==> src/rtl/code_lock_pkg.sv <==
// code_lock_pkg: shared definitions for the three-button combination lock.
//   state_t        : FSM state encodings (3-bit, IDLE=0 .. LOCKOUT=4)
//   SYM0..SYM2     : symbols produced by the X0/X1/X2 press pulses
//   SYM_INVALID    : simultaneous presses; never matches any code symbol
//   decode_symbol  : maps the {X2,X1,X0} press vector to a symbol
package code_lock_pkg;

    typedef enum logic [2:0] {
        ST_IDLE    = 3'd0,
        ST_ENTRY   = 3'd1,
        ST_CHECK   = 3'd2,
        ST_OPEN    = 3'd3,
        ST_LOCKOUT = 3'd4
    } state_t;

    localparam logic [1:0] SYM0        = 2'd0;
    localparam logic [1:0] SYM1        = 2'd1;
    localparam logic [1:0] SYM2        = 2'd2;
    localparam logic [1:0] SYM_INVALID = 2'd3;

    // Exactly one press line gives its symbol; anything else is invalid.
    function automatic logic [1:0] decode_symbol(input logic [2:0] presses);
        case (presses)
            3'b001:  return SYM0;
            3'b010:  return SYM1;
            3'b100:  return SYM2;
            default: return SYM_INVALID;
        endcase
    endfunction

endpackage

==> src/rtl/code_lock_hold_timer.sv <==
// hold_timer: loadable down-counter shared by the OPEN and LOCKOUT dwell times.
//   clk, rst_n  : clock, asynchronous active-low reset
//   load        : load load_value this cycle (overrides counting)
//   load_value  : value loaded on load
//   done        : registered, high while the count equals 1 (last dwell cycle)
module hold_timer #(
    parameter int unsigned W = 8
) (
    input  logic         clk,
    input  logic         rst_n,
    input  logic         load,
    input  logic [W-1:0] load_value,
    output logic         done
);

    logic [W-1:0] count;
    logic [W-1:0] count_next;

    // Count down to zero and rest there until reloaded.
    always_comb begin
        count_next = count;
        if (load) begin
            count_next = load_value;
        end else if (count != '0) begin
            count_next = count - W'(1);
        end
    end

    always_ff @(posedge clk or negedge rst_n) begin
        if (!rst_n) begin
            count <= '0;
            done  <= 1'b0;
        end else begin
            count <= count_next;
            done  <= (count_next == W'(1));
        end
    end

endmodule

==> src/rtl/code_lock.sv <==
// code_lock: three-button combination lock fed by debounced press pulses.
//   sysclk          : clock
//   reset           : asynchronous active-low reset
//   X0/X1/X2_deb    : single-cycle press pulses for symbols 0/1/2
//   code            : expected sequence, symbol i at code[2i+1:2i], i=0 first
//   unlocked        : high while the lock is open
//   error           : one-cycle pulse on a failed entry
//   locked_out      : high during lockout (tied 0 unless CODE_LOCK_LOCKOUT_EN)
//   digit_count     : presses taken in the current entry
// Optional feature: define CODE_LOCK_LOCKOUT_EN for the fail counter and lockout.
module code_lock
    import code_lock_pkg::*;
#(
    parameter int unsigned CODE_LEN       = 4,
    parameter int unsigned UNLOCK_CYCLES  = 50_000_000,
    parameter int unsigned LOCKOUT_CYCLES = 250_000_000,
    parameter int unsigned MAX_FAILS      = 3
) (
    input  logic                          sysclk,
    input  logic                          reset,
    input  logic                          X0_deb,
    input  logic                          X1_deb,
    input  logic                          X2_deb,
    input  logic [2*CODE_LEN-1:0]         code,
    output logic                          unlocked,
    output logic                          error,
    output logic                          locked_out,
    output logic [$clog2(CODE_LEN+1)-1:0] digit_count
);

    localparam int unsigned DC_W      = $clog2(CODE_LEN + 1);
    localparam int unsigned TIMER_MAX = (UNLOCK_CYCLES > LOCKOUT_CYCLES) ? UNLOCK_CYCLES
                                                                         : LOCKOUT_CYCLES;
    localparam int unsigned TIMER_W   = $clog2(TIMER_MAX + 1);

    // Reject nonsensical parameter sets at elaboration.
    if (CODE_LEN < 1 || CODE_LEN > 8 || UNLOCK_CYCLES < 1 ||
        LOCKOUT_CYCLES < 1 || MAX_FAILS < 1) begin : g_bad_params
        $error("code_lock: parameter out of range");
    end

    state_t             state, state_next;
    logic [DC_W-1:0]    digit_count_next;
    logic               match, match_next;
    logic               error_next;
    logic [2:0]         presses;
    logic               press;
    logic [1:0]         sym, code_sym;
    logic               sym_ok;
    logic               timer_load;
    logic [TIMER_W-1:0] timer_value;
    logic               timer_done;

`ifdef CODE_LOCK_LOCKOUT_EN
    localparam int unsigned FAIL_W = $clog2(MAX_FAILS + 1);
    logic [FAIL_W-1:0] fail_cnt, fail_next;
`endif

    assign presses = {X2_deb, X1_deb, X0_deb};
    assign press   = |presses;
    assign sym     = decode_symbol(presses);
    assign sym_ok  = (sym != SYM_INVALID) && (sym == code_sym);

    // Code symbol expected at the current position.
    always_comb begin
        code_sym = SYM_INVALID;
        for (int unsigned i = 0; i < CODE_LEN; i++) begin
            if (digit_count == DC_W'(i)) begin
                code_sym = code[2*i +: 2];
            end
        end
    end

    hold_timer #(.W(TIMER_W)) u_hold_timer (
        .clk        (sysclk),
        .rst_n      (reset),
        .load       (timer_load),
        .load_value (timer_value),
        .done       (timer_done)
    );

    // Next-state and datapath control.
    always_comb begin
        state_next       = state;
        digit_count_next = digit_count;
        match_next       = match;
        error_next       = 1'b0;
        timer_load       = 1'b0;
        timer_value      = '0;
`ifdef CODE_LOCK_LOCKOUT_EN
        fail_next        = fail_cnt;
`endif
        case (state)
            ST_IDLE, ST_ENTRY: begin
                if (press) begin
                    match_next       = match & sym_ok;
                    digit_count_next = digit_count + DC_W'(1);
                    state_next       = (digit_count == DC_W'(CODE_LEN - 1)) ? ST_CHECK : ST_ENTRY;
                end
            end
            ST_CHECK: begin
                digit_count_next = '0;
                match_next       = 1'b1;
                if (match) begin
                    state_next  = ST_OPEN;
                    timer_load  = 1'b1;
                    timer_value = TIMER_W'(UNLOCK_CYCLES);
`ifdef CODE_LOCK_LOCKOUT_EN
                    fail_next   = '0;
`endif
                end else begin
                    error_next = 1'b1;
                    state_next = ST_IDLE;
`ifdef CODE_LOCK_LOCKOUT_EN
                    fail_next  = fail_cnt + FAIL_W'(1);
                    if (fail_cnt == FAIL_W'(MAX_FAILS - 1)) begin
                        state_next  = ST_LOCKOUT;
                        timer_load  = 1'b1;
                        timer_value = TIMER_W'(LOCKOUT_CYCLES);
                    end
`endif
                end
            end
            ST_OPEN: begin
                if (timer_done) begin
                    state_next = ST_IDLE;
                end
            end
`ifdef CODE_LOCK_LOCKOUT_EN
            ST_LOCKOUT: begin
                if (timer_done) begin
                    state_next = ST_IDLE;
                    fail_next  = '0;
                end
            end
`endif
            default: begin
                state_next = ST_IDLE;
            end
        endcase
    end

    always_ff @(posedge sysclk or negedge reset) begin
        if (!reset) begin
            state       <= ST_IDLE;
            digit_count <= '0;
            match       <= 1'b1;
            unlocked    <= 1'b0;
            error       <= 1'b0;
        end else begin
            state       <= state_next;
            digit_count <= digit_count_next;
            match       <= match_next;
            unlocked    <= (state_next == ST_OPEN);
            error       <= error_next;
        end
    end

`ifdef CODE_LOCK_LOCKOUT_EN
    // Failure counter and lockout indicator.
    always_ff @(posedge sysclk or negedge reset) begin
        if (!reset) begin
            fail_cnt   <= '0;
            locked_out <= 1'b0;
        end else begin
            fail_cnt   <= fail_next;
            locked_out <= (state_next == ST_LOCKOUT);
        end
    end
`else
    assign locked_out = 1'b0;
`endif

endmodule

==> config.mk <==
export PLATFORM = sky130hd
export DESIGN_NAME = code_lock
export DESIGN_NICKNAME = d
export VERILOG_FILES = /design/src/rtl/code_lock_pkg.sv /design/src/rtl/code_lock_hold_timer.sv /design/src/rtl/code_lock.sv
export SDC_FILE = /design/constraint.sdc
export NUM_CORES = 1
export LEC_CHECK = 0
export ABC_AREA = 1
export CAP_MARGIN = 20
export CORE_UTILIZATION = 60
export DETAILED_ROUTE_END_ITERATION = 8
export PLACE_DENSITY_LB_ADDON = 0.1
export RECOVER_POWER = 25
export SLEW_MARGIN = 0
export SYNTH_ARGS = -nofsm -noshare
export SYNTH_HDL_FRONTEND = slang
export SYNTH_SLANG_ARGS = --single-unit
==> constraint.sdc <==
create_clock -name sysclk -period 5 [get_ports sysclk]
set_input_delay 1 -clock sysclk [delete_from_list [all_inputs] [get_ports sysclk]]
set_output_delay 1 -clock sysclk [all_outputs]
set_load 0.01 [all_outputs]
==> metrics.cfg <==
[status]
outcome = complete, but fails checks
failed_checks = max-capacitance violations, max-slew violations

[clock_network]
clock_sinks = 38
clock_tree.buffer_depth = 2
clock_insertion_delay_worst_skew_ns = 0.30
cts_buffers = 5
clock_tree.root_cell = clkbuf_8
worst_setup_hold_path_clk_slew_ns = 0.08
tritoncts = done
ctsResizeCount = 0
cts_hold_repair.buffers = 0
cts_setup_buffers = 0
clock_tree.htree_level_count = 2

[global_route]
grt-ovfl-total = 0
grt_first_pass_wirelength_microns = 10320
first_global_vias = 2270
gr-usage-all-layers_pct = 30.49
grt_antenna_before_repair = 0
largest_net_degree_at_the_start_of_global_routing = 39

[final_layout]
synthToLayoutAreaGrowth_pct = 11.45
final_nets = 437
drive_above_1_share_pct = 9.330
filler_cell_count_in_the_final_layout = 364
antennaDiodeCount = 0
layout.cells.most_common_list = 112 x nand2_1, 66 x nor2_1, 57 x inv_1, 37 x dfrtp_1, 32 x nand3_1
layout.cells.most_common = nand2_1

[worst_setup_path]
critical_path.reg2reg.endpoint = u_hold_timer.done
timing.critical_path.buf_inv = 1
cp-end-kind = asynchronous set/reset pin
critical_path_class = input port to asynchronous set/reset pin
timing.reg2reg.worst_path_depth = 12
critical_path.max_fanout = 38
crit_arrival_ns = 2.42
critical_path_depth = 1
setup.reg_to_reg.worst_slack_ns = 2.70
crit_path_cell_trace = clkbuf_1
timing.critical_path.slowest_stage_cell = clkbuf_1
cp_data_required_time_ns = 5.02
setup.worst_path.start_class = input port
family_with_the_most_delay_on_the_worst_path = buffers and inverters
crit-reg2reg-launch = u_hold_timer.count[0]
critical-path-max-stage-delay_ns = 1.41

[synth]
synthesis.yosys.warnings = 0
synthDominantAreaCellType = dfrtp_1
syn_area_per_cell_sq_um = 6.770
synthDominantCellAreaShare_pct = 34.45
synth_cell_type_count = 32
synth_sequential_area_ratio_pct = 35.43
synthTopCellsByArea = dfrtp_1 34%, nand2_1 16%, nor2_1 9.2%, inv_1 8.0%, nand3_1 6.0%
syn_inst = 397
ys_ff_latch = 38
mappedNetlistArea_sq_um = 2688

[timing]
timing.final.hold_violations = 0
timing.final.setup_violations = 0
clock_skew_ns = 0.003089
period_share_pct = 48.15
setup_tns_ns = 0
rsz0062_at_grt = false
worst-slew-pin-transition_ns = 2.004
timing.final.max_slew_violations = 39
fin_worst_hold_slack_ns = 0.4912
relSlewSlack_pct = -33.60
period_needed_ns = 2.408
achievable-frequency_mhz = 415.4

[worst_hold_path]
worst_hold_path.num_cells = 1
end_point_of_the_most_critical_hold_path = error
min-delay-start = state[0]
hp-class = flop to flop

[die]
initial_core_util_pct = 64.86
core_area_sq_um = 4144
row_count = 23
pin_count = 19
floorplan.die_area_sq_um = 4751
die_width_microns = 68.93
die-height_microns = 68.93

[drt]
drt_pass1_iterations = 4
viasPerCell = 5.271
route.detailed.wl_per_inst_microns = 13.41
via_count = 2467
detail_route.drc_violations = 0
final_antenna_net_count = 0
drt_first_iter_violations = 205
route.final.wire_length_microns = 6274

[place]
globalplace.congestion = 0.9228
dp_hpwl_microns = 4738
place.port_buffers = 17

[power]
leakage_uw = 0.001593
cellPowerDensity_nw_per_um2 = 542.0
ir_drop_mv = 0.3431

[job]
drv.max_cap_violation_count = 1

-- flip-flops by register name, indices dropped and copies added (netlist names) --
signal / count
error: 1
unlocked: 1
u_hold_timer.done: 1
match: 1
state: 3
u_hold_timer.count: 28
digit_count: 3
-- stage by stage --
stage	cell area [sq um]	instances	power, uW	worst slack [ns]	utilization, %
after floorplan	2691	398	1144	3.197	-
after global placement	2883	460	1326	2.607	69.57
after detailed placement	2883	460	1348	2.601	69.57
after CTS	2997	468	1619	2.655	72.31
after global routing	2995	468	1766	2.121	72.28
final	2995	468	1624	2.592	72.28
-- cell families (layout without fill, tap and decap cells) --
family | Yosys count | count (layout) | synth area share (%)
compound gates | 24 | 24 | 4.842
other cells | 1 | 2 | 0.1395
xor+xnor | 12 | 12 | 3.911
flops | 38 | 38 | 35.43
buf+inv | 66 | 86 | 10.01
fa+ha+maj | 7 | 7 | 3.259
simple gates | 249 | 249 | 42.41
-- area by class of cell --
type	count	area, sq um	share of cell area (%)
Clock buffer	5	68.82	2.297
Clock inverter	3	45.04	1.504
Inverter	60	225.2	7.519
Multi-Input combinational cell	294	1470	49.08
Sequential cell	38	952.2	31.79
Tap cell	50	62.56	2.089
Timing Repair Buffer	18	171.4	5.723
-- per-layer routing --
metal	global-route usage [%]	up-vias	share of wire [%]	routed length, microns
met5	0	-	0	0
met4	9.694	0	1.8	110
met3	5.921	12	5.6	349
met2	50.49	87	47	2936
met1	39.86	1105	46	2878
li1	-	1263	-	-
-- worst max-delay path by stage --
stage                         from                endpoint  slack, ns
floorplan                  code[5]                   match       3.20
global placement           code[2]                   match       2.61
detailed placement         code[2]                   match       2.60
CTS                 digit_count[0]          digit_count[0]       2.66
global route                 reset  u_hold_timer.count[21]       2.12
finish                       reset  u_hold_timer.count[20]       2.59
-- power breakdown --
part | internal [uW] | switching, uW
clock | 148 | 118
sequential | 423 | 130
combinational | 289 | 515
total | 860 | 763
-- cells in the mapped netlist, drive strengths merged --
master and n:
dfrtp 37, o21ai 17, inv 59, nand2 119, xnor2 4, a21oi 2
a31oi 1, nor2 80, or2 3, ha 7, dfstp 1, nand3 33
nand4 7, nor3 6, conb 1, o22ai 1, xor2 8, buf 6
clkinv 1, o211ai 3, nand3b 1
(Power assumes the default switching activity.)
==> patch 1: new RTL, same settings <==
Register the output `digit_count` once more, without a reset; this adds one clock of latency there. The other outputs are not delayed to match.
--- a/src/rtl/code_lock.sv
+++ b/src/rtl/code_lock.sv
@@ -34,4 +34,6 @@
     localparam int unsigned TIMER_W   = $clog2(TIMER_MAX + 1);
 
+    logic [$clog2(CODE_LEN+1)-1:0] digit_count_s0;
+
     // Reject nonsensical parameter sets at elaboration.
     if (CODE_LEN < 1 || CODE_LEN > 8 || UNLOCK_CYCLES < 1 ||
@@ -66,5 +68,5 @@
         code_sym = SYM_INVALID;
         for (int unsigned i = 0; i < CODE_LEN; i++) begin
-            if (digit_count == DC_W'(i)) begin
+            if (digit_count_s0 == DC_W'(i)) begin
                 code_sym = code[2*i +: 2];
             end
@@ -83,5 +85,5 @@
     always_comb begin
         state_next       = state;
-        digit_count_next = digit_count;
+        digit_count_next = digit_count_s0;
         match_next       = match;
         error_next       = 1'b0;
@@ -95,6 +97,6 @@
                 if (press) begin
                     match_next       = match & sym_ok;
-                    digit_count_next = digit_count + DC_W'(1);
-                    state_next       = (digit_count == DC_W'(CODE_LEN - 1)) ? ST_CHECK : ST_ENTRY;
+                    digit_count_next = digit_count_s0 + DC_W'(1);
+                    state_next       = (digit_count_s0 == DC_W'(CODE_LEN - 1)) ? ST_CHECK : ST_ENTRY;
                 end
             end
@@ -144,5 +146,5 @@
         if (!reset) begin
             state       <= ST_IDLE;
-            digit_count <= '0;
+            digit_count_s0 <= '0;
             match       <= 1'b1;
             unlocked    <= 1'b0;
@@ -150,5 +152,5 @@
         end else begin
             state       <= state_next;
-            digit_count <= digit_count_next;
+            digit_count_s0 <= digit_count_next;
             match       <= match_next;
             unlocked    <= (state_next == ST_OPEN);
@@ -172,4 +174,8 @@
 `endif
 
+    always_ff @(posedge sysclk) begin
+        digit_count <= digit_count_s0;
+    end
+
 endmodule
 
Function: changed (a bounded check fails within 4 cycles, from zero or initial values and one cycle with reset low).
==> patch 1 against the original RTL <==
- the run still ends with max-capacitance violations, max-slew violations left
- setup slack worse by 53 ps
- routed wire length down 2.2%
- first-iteration DRC count down 16%
- combinational power down 28%
- clock skew up 3.7 ps
- sequential cell count up 3
- hold slack worse by 72 ps
- area after synthesis up 3.3%
- via count up 2.2%
- total power down 12%
- die area up 3.2%
- fmax down 2.2%
- final area up 2.8%
- largest power group unchanged
==> patch 1: results (changes against the original RTL) <==
[status]
status = complete, but fails checks
violations = max-capacitance violations, max-slew violations

[route]
route.final.wire_length_um = 6140  ; -2.2%
routed_via_density = 5.16  ; -2.2%
dr_wl_met2_um = 2920  ; -0.41%
wl_per_cell_um = 12.5  ; -6.4%
initialDrtViolationCount = 173  ; -16%
wl_met1_um = 2770  ; -3.9%
route.met3.wl_um = 249  ; -29%

[power_and_ir_drop]
p_leak_nw = 1.61  ; +1.4%
power_frac_clock = 0.190  ; +0.026
vdd_drop_max_uv = 282  ; -18%
p_sw_frac = 0.424  ; -0.0457
seq_power_share = 0.401  ; +0.060

[worst_setup_path]
arrival_ps = 2470  ; +50 ps
rr_worst_depth = 8  ; -4
slowest_stage = clkbuf_1
critical_path.max_fanout = 38  ; unchanged
r2r-end = state[0]
r2r_start = state[1]
crit_end = u_hold_timer.count[2]
r2r_setup_slack_ps = 2610  ; -90 ps
cp_slowest_stage_delay_ps = 1440  ; +30 ps

[global_route]
use_met1 = 0.342  ; -0.0569
grt_pass1_vias = 2423  ; +6.7%
grt_use_met2 = 0.459  ; -0.0455
grt.met3_usage = 0.0505  ; -0.00871
grt_pass1_wl_um = 10600  ; +2.7%
grtUsageTotal = 0.276  ; -0.0285

[flow_run]
maxCapViolCount = 1  ; unchanged

[cts]
ctsHoldBuffers = 0  ; unchanged
clkTransAtPathRegs_ps = 80  ; about the same
cts-resized-gates = 0  ; unchanged

[logic_synthesis]
synth_cells = 417  ; +5.0%
synth_common_cells = nand2_1, nor2_1, inv_1
ys.flop_type = dfrtp_1
synth_compound_area_frac = 0.0424  ; -0.00606
synthArstFlopShare = 0.927  ; -0.0732
synth_area_leaders = dfrtp_1, nand2_1, nor2_1
synth-seq-area-share = 0.365  ; +0.0103
synthAdderAreaFrac = 0.0315  ; -0.00104
synth_xor_area_frac = 0.0315  ; -0.00756

[timing]
worst_clock_skew_ps = 6.77  ; +3.68 ps
setup_viol = 0  ; unchanged
fin_crit_sh = 0.492  ; +0.0106
slew_viol_final = 39  ; unchanged
max_slew.worst_pin.slew_ps = 2060  ; +57.6 ps

[worst_hold_path]
hold_path_depth = 0  ; -1
holdCritStartpoint = digit_count_s0[2]
min_delay_worst_endpoint = digit_count[2]

[cells_and_area]
regMostFlops = u_hold_timer.count
drive_above_1_share = 0.0801  ; -0.0132
fin_nets = 456  ; +4.3%
largest_reg_flops = 28  ; unchanged

[placed_design]
gp_congestion = 0.905  ; -1.9%
dp_cells = 481  ; +4.6%
post-dp-hpwl_um = 4700  ; -0.70%
placed_area_um2 = 2970  ; +3.0%
portBuffers = 17  ; unchanged

patch 1: cell count changes after synthesis, moves of 3 or more:
cell and change:
nand3b_1 +3, nor3_1 -4, or2_2 -3, dfxtp_1 +3
nand2_1 +16, nor2_1 +7
patch 1: cells by family after synthesis:
group                    after synthesis
adder cells (fa/ha/maj)                7
flip-flops                            41
AND/OR/NAND/NOR                      268
AO/OA/AOI/OAI                         22
other                                  1
XOR/XNOR                              10
buffers and inverters                 68
patch 1: metrics by stage:
| step | hold slack [ps] | power (mW) |
|---|---|---|
| global placement | 397 | 1.14 |
| CTS | 416 | 1.43 |
| floorplan | 368 | 0.997 |
| detailed placement | 391 | 1.15 |
| finish | 419 | 1.42 |
| global route | 436 | 1.55 |
patch 1: area by class of cell:
type	count	area, um2
multi-input combinational	309	1490
fill	391	1340
sequential	41	1010
inverter	62	233
timing repair buffer	17	164
clock buffer	6	72.6
tap	52	65.1
clock inverter	2	38.8
==> patch 2: new RTL, config.mk and constraints unchanged <==
Made on the original files. Add a define of `CODE_LOCK_LOCKOUT_EN`.
--- a/src/rtl/code_lock.sv
+++ b/src/rtl/code_lock.sv
@@ -9,4 +9,6 @@
 //   digit_count     : presses taken in the current entry
 // Optional feature: define CODE_LOCK_LOCKOUT_EN for the fail counter and lockout.
+`define CODE_LOCK_LOCKOUT_EN
+
 module code_lock
     import code_lock_pkg::*;
Formal check against the unedited RTL: same outputs for any inputs over 10 cycles, from zero or initial values and one cycle with reset low; that may be too few to reach the edited logic, so the function may still have changed.
==> patch 2 against the original RTL <==
- the flow still finishes with violations (max-capacitance violations, max-slew violations)
- final area up 1.6%
- sequential cell count up 3
- sequential share of layout area up 2.0 points
- area after synthesis up 2.3%
- cell count up 2.8%
- routed wire length down 0.75%
- hold slack better by 17 ps
- setup slack worse by 79 ps
- register-to-register slack worse by 60 ps
- die area up 2.3%
- highest routed layer unchanged
Power is not compared: it rests on default switching activity, and its combinational part moved more than twofold at a synthesized area within 25%.
==> patch 2: results (changes against the original RTL) <==
[status]
status = complete, but fails checks
violations = max-capacitance violations, max-slew violations

[worst_setup_path]
critical_path.max_fanout = 41  ; +7.9%
crit_end = u_hold_timer.count[18]
arrival_ps = 2480  ; +60 ps
cp_slowest_stage_delay_ps = 1460  ; +50 ps
r2r_setup_slack_ps = 2640  ; -60 ps

[placed_design]
portBuffers = 18  ; +1
gp_congestion = 0.949  ; +2.8%
post-dp-hpwl_um = 4800  ; +1.3%
dp_cells = 473  ; +2.8%

[cells_and_area]
drive_above_1_share = 0.0653  ; -0.0280
fin_nets = 449  ; +2.7%
nFillCells = 379  ; +4.1%
final_cells = 481  ; +2.8%

[logic_synthesis]
synth_cells = 407  ; +2.5%
synth_area_leaders = dfrtp_1, nand2_1, nor2_1
synth-seq-area-share = 0.374  ; +0.0192
synth_common_cells = nand2_1, nor2_1, inv_1
ys_warn_count = 0  ; unchanged
synth_cell_type_count = 29  ; -9.4%

[timing]
worst_clock_skew_ps = 12.9  ; +9.80 ps
slew_viol_final = 42  ; +7.7%
max_slew.worst_pin.slew_ps = 2080  ; +78.2 ps

[global_route]
grtUsageTotal = 0.283  ; -0.0222
grt_pass1_wl_um = 10900  ; +5.7%
grt_max_degree = 42  ; +7.7%

[route]
vias = 2581  ; +4.6%
wl_per_cell_um = 12.9  ; -3.4%
initialDrtViolationCount = 218  ; +6.3%

[cts]
clk_path_buf_depth = 2  ; unchanged
cts-resized-gates = 0  ; unchanged

[flow_run]
maxCapViolCount = 1  ; unchanged

patch 2: logic make-up after synthesis:
| logic type | synth area share |
|---|---|
| fa+ha+maj | 0.0364 |
| xor+xnor | 0.0287 |
| compound gates | 0.0437 |
| simple gates | 0.435 |
| flops | 0.374 |
| buf+inv | 0.0828 |
patch 2: worst min-delay path by stage:
stage,start,to,slack (ps),depth (start not counted)
2_1_floorplan,match,match,470,2
4_1_cts,match,match,510,2
3_3_place_gp,match,match,490,2
6_report,match,match,510,2
3_5_place_dp,match,match,490,2
5_1_grt,match,match,550,2
patch 2: routing by layer:
layer | GRT usage | part of all wire | vias up
met3 | 0.0538 | 0.049 | 18
met4 | 0.107 | 0.028 | 0
met2 | 0.478 | 0.48 | 67
li1 | - | - | 1323
met1 | 0.360 | 0.44 | 1173
met5 | 0 | 0 | -
patch 2: area by class of cell:
type / count / area (um2) / share of cell area
timing repair buffer: 18 / 174 / 0.0572
inverter: 52 / 195 / 0.0641
clock inverter: 3 / 22.5 / 0.00740
sequential: 41 / 1030 / 0.338
multi-input combinational: 310 / 1490 / 0.490
tap: 52 / 65.1 / 0.0214
clock buffer: 5 / 68.8 / 0.0226
patch 2: metrics by stage:
step / util / area (um2) / setup WS, ps / hold WS [ps] / total power [mW]
6_report: 0.694 / 3040 / 2510 / 508 / 0.575
5_1_grt: 0.694 / 3040 / 1970 / 545 / 0.598
4_1_cts: 0.695 / 3050 / 2710 / 507 / 0.579
3_5_place_dp: 0.675 / 2960 / 2630 / 493 / 0.359
3_3_place_gp: 0.675 / 2960 / 2680 / 494 / 0.359
2_1_floorplan: - / 2750 / 3190 / 468 / 0.343
